### src/rtl/trans_arbiter.sv
// Round-robin arbiter sharing one trans_validator between N_REQ transaction sources,
// with per-transaction outcome reporting, saturating statistics and a hang watchdog.
module trans_arbiter #(
  parameter int unsigned N_REQ   = 4,
  parameter int unsigned TIMEOUT = 32768
) (
  input  logic                       clk,
  input  logic                       rst,
  input  logic                       enable_i,
  input  logic [N_REQ-1:0]           req_valid_i,
  input  logic [128*N_REQ-1:0]       req_data_i,
  output logic [N_REQ-1:0]           req_ready_o,
  output logic [127:0]               v_data_o,
  output logic                       v_valid_o,
  input  logic                       v_ack_i,
  input  logic                       v_accept_i,
  output logic                       res_valid_o,
  output logic                       res_accepted_o,
  output logic [$clog2(N_REQ)-1:0]   res_src_o,
  output logic [127:0]               res_data_o,
  output logic                       busy_o,
  output logic                       timeout_o,
  output logic [31:0]                cnt_accepted_o,
  output logic [31:0]                cnt_rejected_o
);

  localparam int unsigned DW    = 128;
  localparam int unsigned SRC_W = $clog2(N_REQ);
  localparam int unsigned WD_W  = $clog2(TIMEOUT + 1);

  typedef enum logic [1:0] {IDLE, ISSUE, WAIT_BUSY, WAIT_DONE} state_t;

  state_t            state_q;
  logic [SRC_W-1:0]  rr_q;
  logic [SRC_W-1:0]  src_q;
  logic [DW-1:0]     data_q;
  logic              acc_q;
  logic [WD_W-1:0]   wd_q;

  logic [DW-1:0]     req_word_c [N_REQ];
  logic              grant_found_c;
  logic [SRC_W-1:0]  grant_idx_c;
  logic [SRC_W-1:0]  rr_next_c;
  logic              done_c;
  logic              to_c;
  logic              fin_acc_c;

  for (genvar g = 0; g < N_REQ; g++) begin : g_word
    assign req_word_c[g] = req_data_i[g*DW +: DW];
  end

  // First valid requester at or after the rr pointer, wrapping at N_REQ
  always_comb begin
    logic [SRC_W:0] sum;
    logic [SRC_W:0] nxt;
    grant_found_c = 1'b0;
    grant_idx_c   = '0;
    sum           = '0;
    for (int unsigned i = 0; i < N_REQ; i++) begin
      sum = {1'b0, rr_q} + (SRC_W+1)'(i);
      if (sum >= (SRC_W+1)'(N_REQ)) sum = sum - (SRC_W+1)'(N_REQ);
      if (!grant_found_c && req_valid_i[sum[SRC_W-1:0]]) begin
        grant_found_c = 1'b1;
        grant_idx_c   = sum[SRC_W-1:0];
      end
    end
    nxt       = {1'b0, grant_idx_c} + (SRC_W+1)'(1);
    rr_next_c = (nxt == (SRC_W+1)'(N_REQ)) ? '0 : nxt[SRC_W-1:0];
  end

  // Completion has priority over the watchdog when both land on the same cycle
  always_comb begin
    done_c    = (state_q == WAIT_DONE) && v_ack_i;
    to_c      = !done_c && ((state_q == WAIT_BUSY) || (state_q == WAIT_DONE)) &&
                (wd_q == WD_W'(TIMEOUT - 1));
    fin_acc_c = done_c && (acc_q || v_accept_i);
  end

  always_ff @(posedge clk or posedge rst) begin
    if (rst) begin
      state_q        <= IDLE;
      rr_q           <= '0;
      src_q          <= '0;
      data_q         <= '0;
      acc_q          <= 1'b0;
      wd_q           <= '0;
      req_ready_o    <= '0;
      v_data_o       <= '0;
      v_valid_o      <= 1'b0;
      res_valid_o    <= 1'b0;
      res_accepted_o <= 1'b0;
      res_src_o      <= '0;
      res_data_o     <= '0;
      busy_o         <= 1'b0;
      timeout_o      <= 1'b0;
      cnt_accepted_o <= '0;
      cnt_rejected_o <= '0;
    end else begin
      req_ready_o <= '0;
      v_valid_o   <= 1'b0;
      res_valid_o <= 1'b0;
      case (state_q)
        IDLE: begin
          if (enable_i && grant_found_c) begin
            req_ready_o <= N_REQ'(1) << grant_idx_c;
            data_q      <= req_word_c[grant_idx_c];
            src_q       <= grant_idx_c;
            rr_q        <= rr_next_c;
            busy_o      <= 1'b1;
            state_q     <= ISSUE;
          end
        end
        ISSUE: begin
          if (v_ack_i) begin
            v_valid_o <= 1'b1;
            v_data_o  <= data_q;
            wd_q      <= '0;
            acc_q     <= 1'b0;
            state_q   <= WAIT_BUSY;
          end
        end
        WAIT_BUSY, WAIT_DONE: begin
          if (done_c || to_c) begin
            res_valid_o    <= 1'b1;
            res_accepted_o <= fin_acc_c;
            res_src_o      <= src_q;
            res_data_o     <= data_q;
            acc_q          <= 1'b0;
            busy_o         <= 1'b0;
            state_q        <= IDLE;
            if (to_c) timeout_o <= 1'b1;
            if (fin_acc_c) begin
              if (cnt_accepted_o != '1) cnt_accepted_o <= cnt_accepted_o + 32'd1;
            end else begin
              if (cnt_rejected_o != '1) cnt_rejected_o <= cnt_rejected_o + 32'd1;
            end
          end else begin
            wd_q <= wd_q + WD_W'(1);
            if (v_accept_i) acc_q <= 1'b1;
            // ack is still high the cycle after capture, so only a low ack means started
            if ((state_q == WAIT_BUSY) && !v_ack_i) state_q <= WAIT_DONE;
          end
        end
        default: state_q <= IDLE;
      endcase
    end
  end

endmodule

### config.mk
export PLATFORM = sky130hd
export DESIGN_NAME = trans_arbiter
export DESIGN_NICKNAME = d
export VERILOG_FILES = /design/src/rtl/trans_arbiter.sv
export SDC_FILE = /design/constraint.sdc
export NUM_CORES = 1
export LEC_CHECK = 0
export CORE_AREA = 2 2 335 337
export DETAILED_ROUTE_END_ITERATION = 10
export DIE_AREA = 0 0 337 339
export DONT_BUFFER_PORTS = 1
export PLACE_DENSITY_LB_ADDON = 0.15
export SYNTH_ARGS = -nofsm -noshare
export SYNTH_HDL_FRONTEND = slang
export SYNTH_SLANG_ARGS = --single-unit
### constraint.sdc
create_clock -name clk -period 19.2 [get_ports clk]
set_input_delay 3.84 -clock clk [delete_from_list [all_inputs] [get_ports clk]]
set_output_delay 3.84 -clock clk [all_outputs]
set_load 0.1 [all_outputs]
# Word level (Yosys, flattened, before mapping)
# Cells that the tools add are included.
# W data, S select, Z words.
# word_totals
in_bits	521
register_bits	482
latch_bits	0
mem_bits_ro	0
n_memories	0
word_cells	129
ram_bits	0
# op_classes
magnitude_cmp	9
n_mux	45
n_mul	0
reduce_logical	31
n_shift	1
addsub	11
n_eq_ne	13
bitwise	2
div	0
# ops
cell	n
$bmux W128 S2	1
$mux W128	2
$add A32 B1 Y32 const B	2
$ne A32 B32 Y1 const B	2
$mux W16	2
$pmux W16 S2	1
$mux W2	13
$mux W1	17
$add A16 B1 Y16 const B	1
$eq A16 B15 Y1 const B	1
$reduce_and A3 Y1	5
$ge A3 B3 Y1 const B	4
$lt A2 B3 Y1 const B	4
$logic_and A1 B1 Y1	9
$bmux W1 S2	4
$mux W4	2
$ne A2 B2 Y1 const B	4
$reduce_and A4 Y1	2
$sub A2 B1 Y2 const B	4
$add A2 B1 Y3 const B	2
$add A2 B2 Y3 const B	2
$ne A3 B3 Y1 const B	2
$pmux W2 S3	1
$reduce_and A2 Y1	3
13 further kinds	22

# Longest topological paths before layout
# Gate-level depths: netlist of the first run.
# depth
depth_word	18
depth_mapped	9
depth_no_buf	7

# Worst setup path after synthesis of the first run
# Ideal clock, no wire load.
# synth_timing
path_kind	input to register
startpoint	input port req_valid_i[0]
endpoint	register rr_q[1]
arrival_ns	5.308
setup_ns	0.117
slack_ns	13.775
n_path_buf	3
stages	9
cell_sequence	a21oi_1 o21ai_0 o2bb2a_1 buf_2 buf_2 buf_1 ha_1 nand2_1 nand2_1
# synth_between
elab_chain_cells	15
# synth_lines
element	line_no	text
from (decl)	10	input logic [N_REQ-1:0] req_valid_i,
$bmux W1 S2	62	if (!grant_found_c && req_valid_i[sum[SRC_W-1:0]]) begin
$mux W1 (not written as such)	62	
$mux W1	62	
$logic_not A1 Y1	62	
$logic_and A1 B1 Y1	62	
$mux W1	62	
$logic_not A1 Y1	62	
$logic_and A1 B1 Y1	62	
$mux W1	62	
$logic_not A1 Y1	62	
$logic_and A1 B1 Y1	62	
$mux W2 *	62	
$add A2 B1 Y3 *	67	nxt = {1'b0, grant_idx_c} + (SRC_W+1)'(1);
$eq A3 B3 Y1	68	rr_next_c = (nxt == (SRC_W+1)'(N_REQ)) ? '0 : nxt[SRC_W-1:0];
$mux W2 *	68	
net rr_next_c[1]	43	logic [SRC_W-1:0] rr_next_c;
to (signal assigned)	108	rr_q <= rr_next_c;
to (decl)	34	logic [SRC_W-1:0] rr_q;
# The timed path passes the listed nets; every way through them passes the cells marked *. The select of a mux whose other input is x is not followed.
# A chain may end at the register's enable or synchronous reset.

# Worst setup path after layout of the first run
# layout_timing
startpoint	input port req_valid_i[0]
endpoint	register data_q[2]
# layout_between
elab_chain_cells	16
# layout_lines
element	line_no	text
$bmux W1 S2	62	
$mux W1 (not written as such)	62	
$mux W1	62	
$logic_not A1 Y1	62	
$logic_and A1 B1 Y1	62	
$mux W1	62	
$logic_not A1 Y1	62	
$logic_and A1 B1 Y1	62	
$mux W1	62	
$logic_not A1 Y1	62	
$logic_and A1 B1 Y1	62	
$mux W2	62	
$not A2 Y3 (not written as such)	106	data_q <= req_word_c[grant_idx_c];
$bmux W128 S2	106	
$mux W128 (not written as such) (2 in series)	106	
to (signal assigned)	106	
to (decl)	36	logic [DW-1:0] data_q;
# Several ways; a longest one is shown, not always the timed one. The select of a mux whose other input is x is not followed.

==> results of run 1 <==
==> cells in the final DEF, fill, tap and decap left out, types with 9 or more instances in the layout <==
cell / Yosys / routed
nor3_1: 14 / 13
clkbuf_8: 0 / 16
buf_4: 0 / 25
nand4_1: 38 / 38
clkbuf_1: 98 / 15
o221ai_1: 128 / 128
mux2i_1: 261 / 261
nor4_1: 10 / 10
nand2_1: 937 / 936
o21ai_0: 9 / 9
clkbuf_16: 0 / 61
dfrtp_1: 482 / 482
and4_1: 13 / 13
nor2_1: 27 / 27
and3_1: 17 / 17
xor2_1: 13 / 13
inv_1: 12 / 10
nand3_1: 32 / 32
xnor2_1: 54 / 54
==> per-stage QoR <==
step / utilization (%) / total power, uW / cells / setup WS, ns
final: 23.11 / 5479 / 3745 / 12.38
after global routing: 23.11 / 5761 / 3743 / 12.08
after CTS: 23.11 / 5579 / 3743 / 12.45
after detailed placement: 21.38 / 4439 / 3638 / 11.76
after global placement: 21.38 / 4413 / 3638 / 11.87
after floorplan: - / 3983 / 2266 / 1.911
==> worst min path at each step <==
stage                         startpoint                        to  slack [ns]  depth (start not counted)
global route        src_q[1]$_DFFE_PP0P_  res_src_o[1]$_DFFE_PP0P_        0.49                          2
CTS                 src_q[1]$_DFFE_PP0P_  res_src_o[1]$_DFFE_PP0P_        0.48                          2
floorplan           src_q[0]$_DFFE_PP0P_  res_src_o[0]$_DFFE_PP0P_        0.44                          2
global placement    src_q[1]$_DFFE_PP0P_  res_src_o[1]$_DFFE_PP0P_        0.45                          2
finish              src_q[1]$_DFFE_PP0P_  res_src_o[1]$_DFFE_PP0P_        0.47                          2
detailed placement  src_q[1]$_DFFE_PP0P_  res_src_o[1]$_DFFE_PP0P_        0.46                          2
==> metal layers <==
metal	vias to the layer above	track usage, %	part of all wire [%]
met3	101	4.565	8.4
met4	0	3.441	1.9
met2	555	25.21	51
li1	7627	-	-
met5	-	0	0
met1	8326	16.43	38
==> cells by family after synthesis <==
kind of cell,count (synthesis)
and+or+nand+nor,1123
DFF,482
muxes,266
AOI/OAI and AO/OA,170
buffers and inverters,154
xor gates and xnor gates,67
adders and majority gates,4
==> registers in the layout (all words and copies together), names as in the netlist <==
register / flops
res_valid_o: 1
rr_q: 2
busy_o: 1
res_src_o: 2
src_q: 2
v_valid_o: 1
res_accepted_o: 1
timeout_o: 1
cnt_rejected_o: 32
wd_q: 16
req_ready_o: 4
res_data_o: 128
cnt_accepted_o: 32
v_data_o: 128
acc_q: 1
data_q: 128
state_q: 2
==> worst reg2reg max path: stages (launching register included) <==
cell      delay (ns)
dfrtp_1         0.45
a21oi_1         0.15
o21ai_0         0.10
o2bb2a_4        0.68
buf_4           0.89
buf_4           1.15
mux2i_1         0.35
o221ai_1        0.15
==> cells in the mapped netlist, types with 6 or more instances <==
master	count	share of area, %
xor2_1	13	0.52
and3_1	17	0.48
nand2_1	937	16
and2_1	6	0.17
o21ai_0	9	0.20
inv_1	12	0.20
nor2_1	27	0.46
mux2i_1	261	12
xnor2_1	54	2.1
and4_1	13	0.52
buf_1	6	0.10
nand4_1	38	1.1
o221ai_1	128	5.1
or3_1	6	0.17
nor4_1	10	0.28
nand3_1	32	0.73
a21oi_1	8	0.18
clkbuf_1	98	1.7
nor3_1	14	0.32
dfrtp_1	482	55
buf_2	37	0.84
==> power by group through the flow <==
stage / sequential, uW / clock (uW) / combinational, uW
4_1_cts: 3410 / 1150 / 1020
6_report: 3390 / 1110 / 981
2_1_floorplan: 3230 / 0 / 757
3_3_place_gp: 3430 / 0 / 986
5_1_grt: 3440 / 1190 / 1130
3_5_place_dp: 3430 / 0 / 1010
==> final cells by class <==
type / count / area [um^2]
Tap cell: 1488 / 1862
Fill cell: 11950 / 84860
Timing Repair Buffer: 25 / 187.7
Sequential cell: 482 / 12060
Multi-Input combinational cell: 1630 / 9415
Clock inverter: 13 / 103.9
Inverter: 13 / 66.31
Antenna cell: 2 / 5.005
Clock buffer: 92 / 1803
==> results.sh, run 1 <==
export IMPL_status="complete, no violations"
export IMPL_cp_slowest_cell="buf_4"
export IMPL_ys_warn_count=0
export IMPL_slew_violations=0
export IMPL_power_switching_uw=3120
export IMPL_crit_family="buffers and inverters"
export IMPL_hpwlAfterDp_mm=59.26
export IMPL_synth_area_mux_share_pct=12.11
export IMPL_num_rows=122
export IMPL_r2r_end="data_q[2]$_DFFE_PP0P_"
export IMPL_endpoint="data_q[2]$_DFFE_PP0P_"
export IMPL_final_hold_viol_count=0
export IMPL_max_freq_mhz=146.7
export IMPL_switching_share_pct=56.95
export IMPL_core_um2=110400
export IMPL_async_flop_share_pct=100.0
export IMPL_drcViolationCount=0
export IMPL_maxCapViolCount=0
export IMPL_yosysSeqAreaShare_pct=54.73
export IMPL_htreeDepth=2
export IMPL_path_depth=7
export IMPL_cts_tree="built"
export IMPL_synth_compound_area_share_pct=6.409
export IMPL_syn_area_per_cell_um2=9.726
export IMPL_cts_resized=0
export IMPL_synth_top_flop_cell="dfrtp_1"
export IMPL_leakagePower_uw=0.01216
export IMPL_crit_type="in -> reg"
export IMPL_cp_max_fo=67
export IMPL_start_util_pct=19.97
export IMPL_grt_max_degree=106
export IMPL_pwr_share_seq_pct=61.9
export IMPL_start_kind="primary input"
export IMPL_grt_pass1_wl_mm=121.9
export IMPL_die_height_um=339
export IMPL_syn_nets=2791
export IMPL_crit_chain="a21oi_1 > o21ai_0 > o2bb2a_4 > buf_4 > buf_4 > mux2i_1 > o221ai_1"
export IMPL_ant_nets=0
export IMPL_rr_worst_depth=7
export IMPL_r2r_start="rr_q[1]$_DFFE_PP0P_"
export IMPL_die_width_um=337
export IMPL_cts_made_buffers=58
export IMPL_cts_setup_buffers=0
export IMPL_arrival_ns=7.27
export IMPL_avgRoutedWirePerCell_um=22.41
export IMPL_path_common_cell="buf_4"
export IMPL_rsz0062_at_grt="false"
export IMPL_globalRouteTotalUtil_pct=14.22
export IMPL_finalSetupViolCount=0
export IMPL_grt_overflow=0
export IMPL_ir_worst_vdd_uv=84.38
export IMPL_cts_sinks=482
export IMPL_min_period_ns=6.819
export IMPL_required_ns=19.65
export IMPL_pwr_share_clk_pct=20.2
export IMPL_slowest_delay_ns=0.98
export IMPL_vias=16610
export IMPL_routabilityCongestion=0.7650
export IMPL_syn_area_um2=22040
export IMPL_tns_ns=0
export IMPL_clk_pin_slew_ns=0.06
export IMPL_endpoint_kind="register"
export IMPL_synth_cells=2266
export IMPL_antenna_found_initial=0
export IMPL_fin_worst_skew_ns=0.01271
export IMPL_portBuffers=0
export IMPL_synth_xor_area_share_pct=2.663
export IMPL_ff2ff_setup_slack_ns=15.11
export IMPL_via_per_inst=4.435
export IMPL_startpoint="req_valid_i[0]"
export IMPL_wirelength_mm=83.91
export IMPL_drt_first_pass_iters=5
export IMPL_final_net_count=2735
export IMPL_p_int_uw=2359
export IMPL_clk_path_buf_depth=3
export IMPL_dieArea_um2=114200
export IMPL_critPathBufInv=2
export IMPL_area_delta_synth_final_pct=15.72
export IMPL_placed_area_um2=23590
export IMPL_ys_types=53
export IMPL_clockRootBuffer="clkbuf_16"
export IMPL_maxSlewHeadroom_pct=18.95
export IMPL_synthSimpleGateAreaFrac_pct=21.03
export IMPL_grt_pass1_vias=17180
export IMPL_initialDrtViolationCount=877
export IMPL_p_per_area_nw_per_um2=214.8
export IMPL_finalCritPeriodShare_pct=35.51
export IMPL_synth_edf_count=0
export IMPL_ctsHoldBuffers=0
export IMPL_stdcell_area_um2=25500
export IMPL_insertion_delay_ns=0.62
export IMPL_tightest_slew_ns=1.210
export IMPL_drive_gt1_share_pct=6.075
export IMPL_ios=852
export IMPL_ys_ff_latch=482
export IMPL_worst_hold_path_type="reg -> reg"
export IMPL_whs_ns=0.4739
export IMPL_combPwrFrac_pct=17.9
export IMPL_synthAdderAreaFrac_pct=0.2271
export IMPL_synth_top_family_by_area="simple AND/OR/NAND/NOR gates"
(Power assumes the default switching activity.)
==> run 2, diff against run 1 <==
clock period = 5.7 ns   (was 19.2 ns; I/O delays follow)
==> run 2 against run 1 <==
Compared with the run above: power rose to 3.4 times the previous value; die area stayed put; utilization grew 0.22 points; critical path depth shrank 1; count of clock-buffer cells in the layout rose by 3; critical endpoint is now data_q[21]$_DFFE_PP0P_; largest cell class unchanged.
==> results.sh, run 2 (synthesis gave the netlist of run 1 again) <==
export IMPL_p_per_area_nw_per_um2=727.6
export IMPL_max_freq_mhz=267.9
export IMPL_r2r_start="state_q[1]$_DFFE_PP0P_"
export IMPL_dieArea_um2=114200
export IMPL_min_period_ns=3.733
export IMPL_leakagePower_uw=0.01227
export IMPL_routabilityCongestion=0.7996
export IMPL_area_delta_synth_final_pct=16.82
export IMPL_ff2ff_setup_slack_ns=2.13
export IMPL_status="complete, no violations"
export IMPL_maxSlewHeadroom_pct=17.32
export IMPL_antenna_found_initial=2
export IMPL_r2r_end="wd_q[1]$_DFFE_PP0P_"
export IMPL_hpwlAfterDp_mm=61.37
export IMPL_start_kind="primary input"
export IMPL_cts_resized=0
export IMPL_finalCritPeriodShare_pct=65.49
export IMPL_vias=16620
export IMPL_start_util_pct=19.97
export IMPL_insertion_delay_ns=0.65
export IMPL_slew_violations=0
export IMPL_grt_overflow=0
export IMPL_fin_worst_skew_ns=0.02968
export IMPL_final_common_cell="nand2_1"
export IMPL_avgRoutedWirePerCell_um=23.18
export IMPL_drt_first_pass_iters=4
export IMPL_grt_pass1_wl_mm=124.8
export IMPL_switching_share_pct=57.06
export IMPL_stdcell_area_um2=25750
export IMPL_rsz0062_at_grt="false"
export IMPL_startpoint="req_valid_i[0]"
export IMPL_wirelength_mm=87.22
export IMPL_pwr_share_clk_pct=20.5
export IMPL_maxCapViolCount=0
export IMPL_endpoint="data_q[21]$_DFFE_PP0P_"
export IMPL_finalSetupViolCount=0
export IMPL_globalRouteTotalUtil_pct=14.69
export IMPL_rr_worst_depth=5
export IMPL_ant_nets=0
export IMPL_nFillCells=11840
export IMPL_required_ns=6.15
export IMPL_worst_hold_path_type="reg -> reg"
export IMPL_ios=852
export IMPL_cp_max_fo=67
export IMPL_ir_worst_vdd_uv=247.6
export IMPL_p_int_uw=8044
export IMPL_arrival_ns=4.18
export IMPL_power_switching_uw=10690
export IMPL_endpoint_kind="register"
export IMPL_grt_max_degree=133
export IMPL_top_regs="data_q: 128 flops, res_data_o: 128 flops, v_data_o: 128 flops"
export IMPL_mostFrequentLayoutCells="nand2_1 (936), dfrtp_1 (482), mux2i_1 (261), o221ai_1 (128), clkbuf_16 (61)"
export IMPL_die_height_um=339
export IMPL_pwr_share_seq_pct=61.1
export IMPL_clockRootBuffer="clkbuf_16"
export IMPL_placed_area_um2=23780
export IMPL_htreeDepth=2
export IMPL_initialDrtViolationCount=964
export IMPL_ctsHoldBuffers=0
export IMPL_portBuffers=0
export IMPL_num_rows=122
export IMPL_combPwrFrac_pct=18.4
export IMPL_via_per_inst=4.418
export IMPL_cts_tree="built"
export IMPL_tightest_slew_ns=1.240
export IMPL_clk_pin_slew_ns=0.06
export IMPL_core_um2=110400
export IMPL_tns_ns=0
export IMPL_cts_made_buffers=61
export IMPL_drcViolationCount=0
export IMPL_drive_gt1_share_pct=6.602
export IMPL_fin_util_pct=23.33
export IMPL_crit_type="in -> reg"
export IMPL_clk_path_buf_depth=3
export IMPL_grt_pass1_vias=17570
export IMPL_cts_sinks=482
export IMPL_final_hold_viol_count=0
export IMPL_final_net_count=2747
export IMPL_die_width_um=337
export IMPL_cts_setup_buffers=0
run 2: power by group through the flow:
stage               sequential [uW]  combinational, uW  clock (uW)
floorplan                     10900               2550           0
finish                        11400               3450        3840
global route                  11600               3920        4140
detailed placement            11600               3520           0
CTS                           11500               3540        4000
global placement              11600               3440           0
run 2: final cells by class:
type / instances / area [um^2] / area share [%]
Sequential cell: 482 / 12060 / 46.85
Multi-Input combinational cell: 1630 / 9415 / 36.57
Tap cell: 1488 / 1862 / 7.231
Clock buffer: 95 / 1804 / 7.007
Timing Repair Buffer: 34 / 380.4 / 1.477
Clock inverter: 18 / 156.4 / 0.6074
Inverter: 13 / 62.56 / 0.2430
Antenna cell: 2 / 5.005 / 0.01944
run 2: metal layers:
layer	vias to the layer above	global-route usage [%]	part of all wire, %
met5	-	0	0
met4	0	4.250	2.5
met3	105	4.937	8.3
met2	573	25.27	50
met1	8303	17.22	40
li1	7641	-	-
run 2: worst min path at each step:
stage,from,end,slack [ns],cells after the start
after floorplan,src_q[0]$_DFFE_PP0P_,res_src_o[0]$_DFFE_PP0P_,0.44,2
after global placement,src_q[0]$_DFFE_PP0P_,res_src_o[0]$_DFFE_PP0P_,0.46,2
after detailed placement,src_q[0]$_DFFE_PP0P_,res_src_o[0]$_DFFE_PP0P_,0.46,2
after CTS,src_q[0]$_DFFE_PP0P_,res_src_o[0]$_DFFE_PP0P_,0.47,2
after global routing,src_q[0]$_DFFE_PP0P_,res_src_o[0]$_DFFE_PP0P_,0.49,2
final,src_q[0]$_DFFE_PP0P_,res_src_o[0]$_DFFE_PP0P_,0.48,2
run 2: through the flow:
stage / std cells / hold slack, ns / total power, uW / setup slack (ns)
floorplan: 2266 / 0.4386 / 13420 / -1.973
global placement: 3647 / 0.4592 / 15010 / 1.301
detailed placement: 3647 / 0.4609 / 15090 / 1.193
CTS: 3760 / 0.4744 / 19050 / 1.936
global route: 3761 / 0.4858 / 19680 / 1.788
finish: 3762 / 0.4763 / 18730 / 1.967
run 2: worst max-delay path: stages:
cell	delay, ns
o41ai_2	0.85
nor3_2	0.24
nand2_4	0.10
buf_4	0.67
buf_4	0.77
o221ai_1	0.24
==> run 3, diff against run 2 <==
clock period = 3.3 ns   (was 5.7 ns; I/O delays follow)
==> run 3 against run 2 <==
Compared with the run above: utilization increased by 0.89 points; worst hold slack lost 0.24 ns; count of clock-buffer cells in the layout shrank 9; power increased by 76%; register-to-register slack worse by 1.5 ns; final area is 3.8% higher; combinational power rose by 83%; clock power increased by 86%; cell count rose by 2.1%; non-clock buffer count up 84; sequential power grew 71%; critical path depth grew 2; critical endpoint is now cnt_rejected_o[4]$_DFFE_PP0P_.
==> results.sh, run 3 (synthesis gave the netlist of run 1 again) <==
export IMPL_maxCapViolCount=0
export IMPL_fin_worst_skew_ns=0.01805
export IMPL_cp_max_fo=26
export IMPL_drive_gt1_share_pct=10.12
export IMPL_portBuffers=0
export IMPL_clockRootBuffer="clkbuf_16"
export IMPL_rsz0062_at_grt="false"
export IMPL_tightest_slew_ns=1.090
export IMPL_r2r_start="wd_q[0]$_DFFE_PP0P_"
export IMPL_multiInputGateArea_um2=9415
export IMPL_finalSetupViolCount=0
export IMPL_ios=852
export IMPL_htreeDepth=2
export IMPL_initialDrtViolationCount=1028
export IMPL_ir_worst_vdd_uv=536.0
export IMPL_drcViolationCount=0
export IMPL_worst_hold_path_type="in -> reg"
export IMPL_final_common_cell="nand2_1"
export IMPL_via_per_inst=4.414
export IMPL_die_height_um=339
export IMPL_clk_pin_slew_ns=0.05
export IMPL_cts_resized=0
export IMPL_min_period_ns=2.642
export IMPL_min_delay_start="v_ack_i"
export IMPL_num_rows=122
export IMPL_top_regs="data_q: 128 flops, res_data_o: 128 flops, v_data_o: 128 flops"
export IMPL_p_per_area_nw_per_um2=1234
export IMPL_start_util_pct=19.97
export IMPL_cts_tree="built"
export IMPL_area_delta_synth_final_pct=21.25
export IMPL_dieArea_um2=114200
export IMPL_vias=16950
export IMPL_status="complete, no violations"
export IMPL_grt_pass1_wl_mm=126.3
export IMPL_arrival_ns=3.15
export IMPL_place_worst_setup_slack_ns=0.2616
export IMPL_grt_pass1_vias=17750
export IMPL_fin_util_pct=24.21
export IMPL_avgRoutedWirePerCell_um=22.74
export IMPL_cts_made_buffers=60
export IMPL_hpwlAfterDp_mm=63.06
export IMPL_grt_max_degree=114
export IMPL_routabilityCongestion=0.7932
export IMPL_finalCritPeriodShare_pct=80.05
export IMPL_die_width_um=337
export IMPL_cts_setup_buffers=0
export IMPL_slew_violations=0
export IMPL_final_hold_viol_count=0
export IMPL_maxSlewHeadroom_pct=27.32
export IMPL_final_net_count=2830
export IMPL_cts_sinks=482
export IMPL_endpoint_kind="register"
export IMPL_rr_worst_depth=8
export IMPL_hold_depth=2
export IMPL_max_freq_mhz=378.5
export IMPL_start_kind="register"
export IMPL_drt_first_pass_iters=4
export IMPL_insertion_delay_ns=0.64
export IMPL_clk_path_buf_depth=3
export IMPL_mostFrequentLayoutCells="nand2_1 (936), dfrtp_1 (482), mux2i_1 (261), o221ai_1 (128), buf_4 (94)"
export IMPL_ant_nets=0
export IMPL_dp_cells=3730
export IMPL_antenna_found_initial=2
export IMPL_crit_type="reg -> reg"
export IMPL_globalRouteTotalUtil_pct=14.75
export IMPL_leakagePower_uw=0.01285
export IMPL_stdcell_count=3841
export IMPL_nFillCells=11860
export IMPL_startpoint="wd_q[0]$_DFFE_PP0P_"
export IMPL_required_ns=3.80
export IMPL_register_area_um2=12060
export IMPL_grt_overflow=0
export IMPL_wirelength_mm=87.34
export IMPL_setup_ws_ns=0.6582
export IMPL_core_um2=110400
run 3: cell count changes in the layout (fill, tap and decap cells not counted), sizes merged, moves of 2 or more:
cell and delta:
buf +83, clkbuf -9, inv -2, bufinv +7
run 3: where the power goes:
part | switching [uW] | internal (uW)
sequential | 11700 | 7800
combinational | 3970 | 2360
clock | 2710 | 4430
run 3: per-stage QoR:
step | total power, uW | instance area [um^2] | TNS, ns | hold WS, ns
floorplan | 23170 | 22040 | -1876.29 | 0.4386
global placement | 26060 | 24570 | 0 | 0.4496
detailed placement | 26190 | 24570 | 0 | 0.4594
CTS | 33510 | 26720 | 0 | 0.1616
global route | 34580 | 26720 | 0 | 0.2077
finish | 32970 | 26720 | 0 | 0.2344
run 3: worst max-delay path, stage by stage, from the launching register on:
cell,delay (ns)
dfrtp_1,0.45
ha_1,0.28
nand4_1,0.15
nor4_4,0.43
buf_4,0.31
a21o_1,0.13
buf_4,0.28
nand4_1,0.15
mux2_2,0.30
run 3: final cells by class:
type	instances	share of cell area, %
sequential	482	45.13
inverter	13	0.2341
clock buffer	86	6.667
clock inverter	23	1.358
tap	1488	6.967
timing repair buffer	118	4.401
multi-input combinational	1630	35.23
antenna	1	0.009364
run 3: metal layers:
metal | GRT usage, % | share of wire, % | vias to the layer above
met5 | 0 | 0 | -
met4 | 3.990 | 2.3 | 0
met3 | 4.382 | 7.5 | 93
met2 | 26.01 | 51 | 589
met1 | 17.21 | 40 | 8470
li1 | - | - | 7802
run 3: final timing paths:
path	to	slack, ns
worst max register to register	cnt_rejected_o[4]$_DFFE_PP0P_	0.66
worst max-delay path	cnt_rejected_o[4]$_DFFE_PP0P_	0.66
max in group asynchronous	cnt_accepted_o[13]$_DFFE_PP0P_	1.71
worst min register to register	res_src_o[0]$_DFFE_PP0P_	0.47
worst min-delay path	state_q[0]$_DFFE_PP0P_	0.23
min in group asynchronous	res_data_o[81]$_DFFE_PP0P_	0.54
run 3: timing repair:
item / in CTS / in global routing
hold buffers: 1 / 0
endpoints found under the hold margin: 6 / 0
setup endpoints to repair: 0 / 0
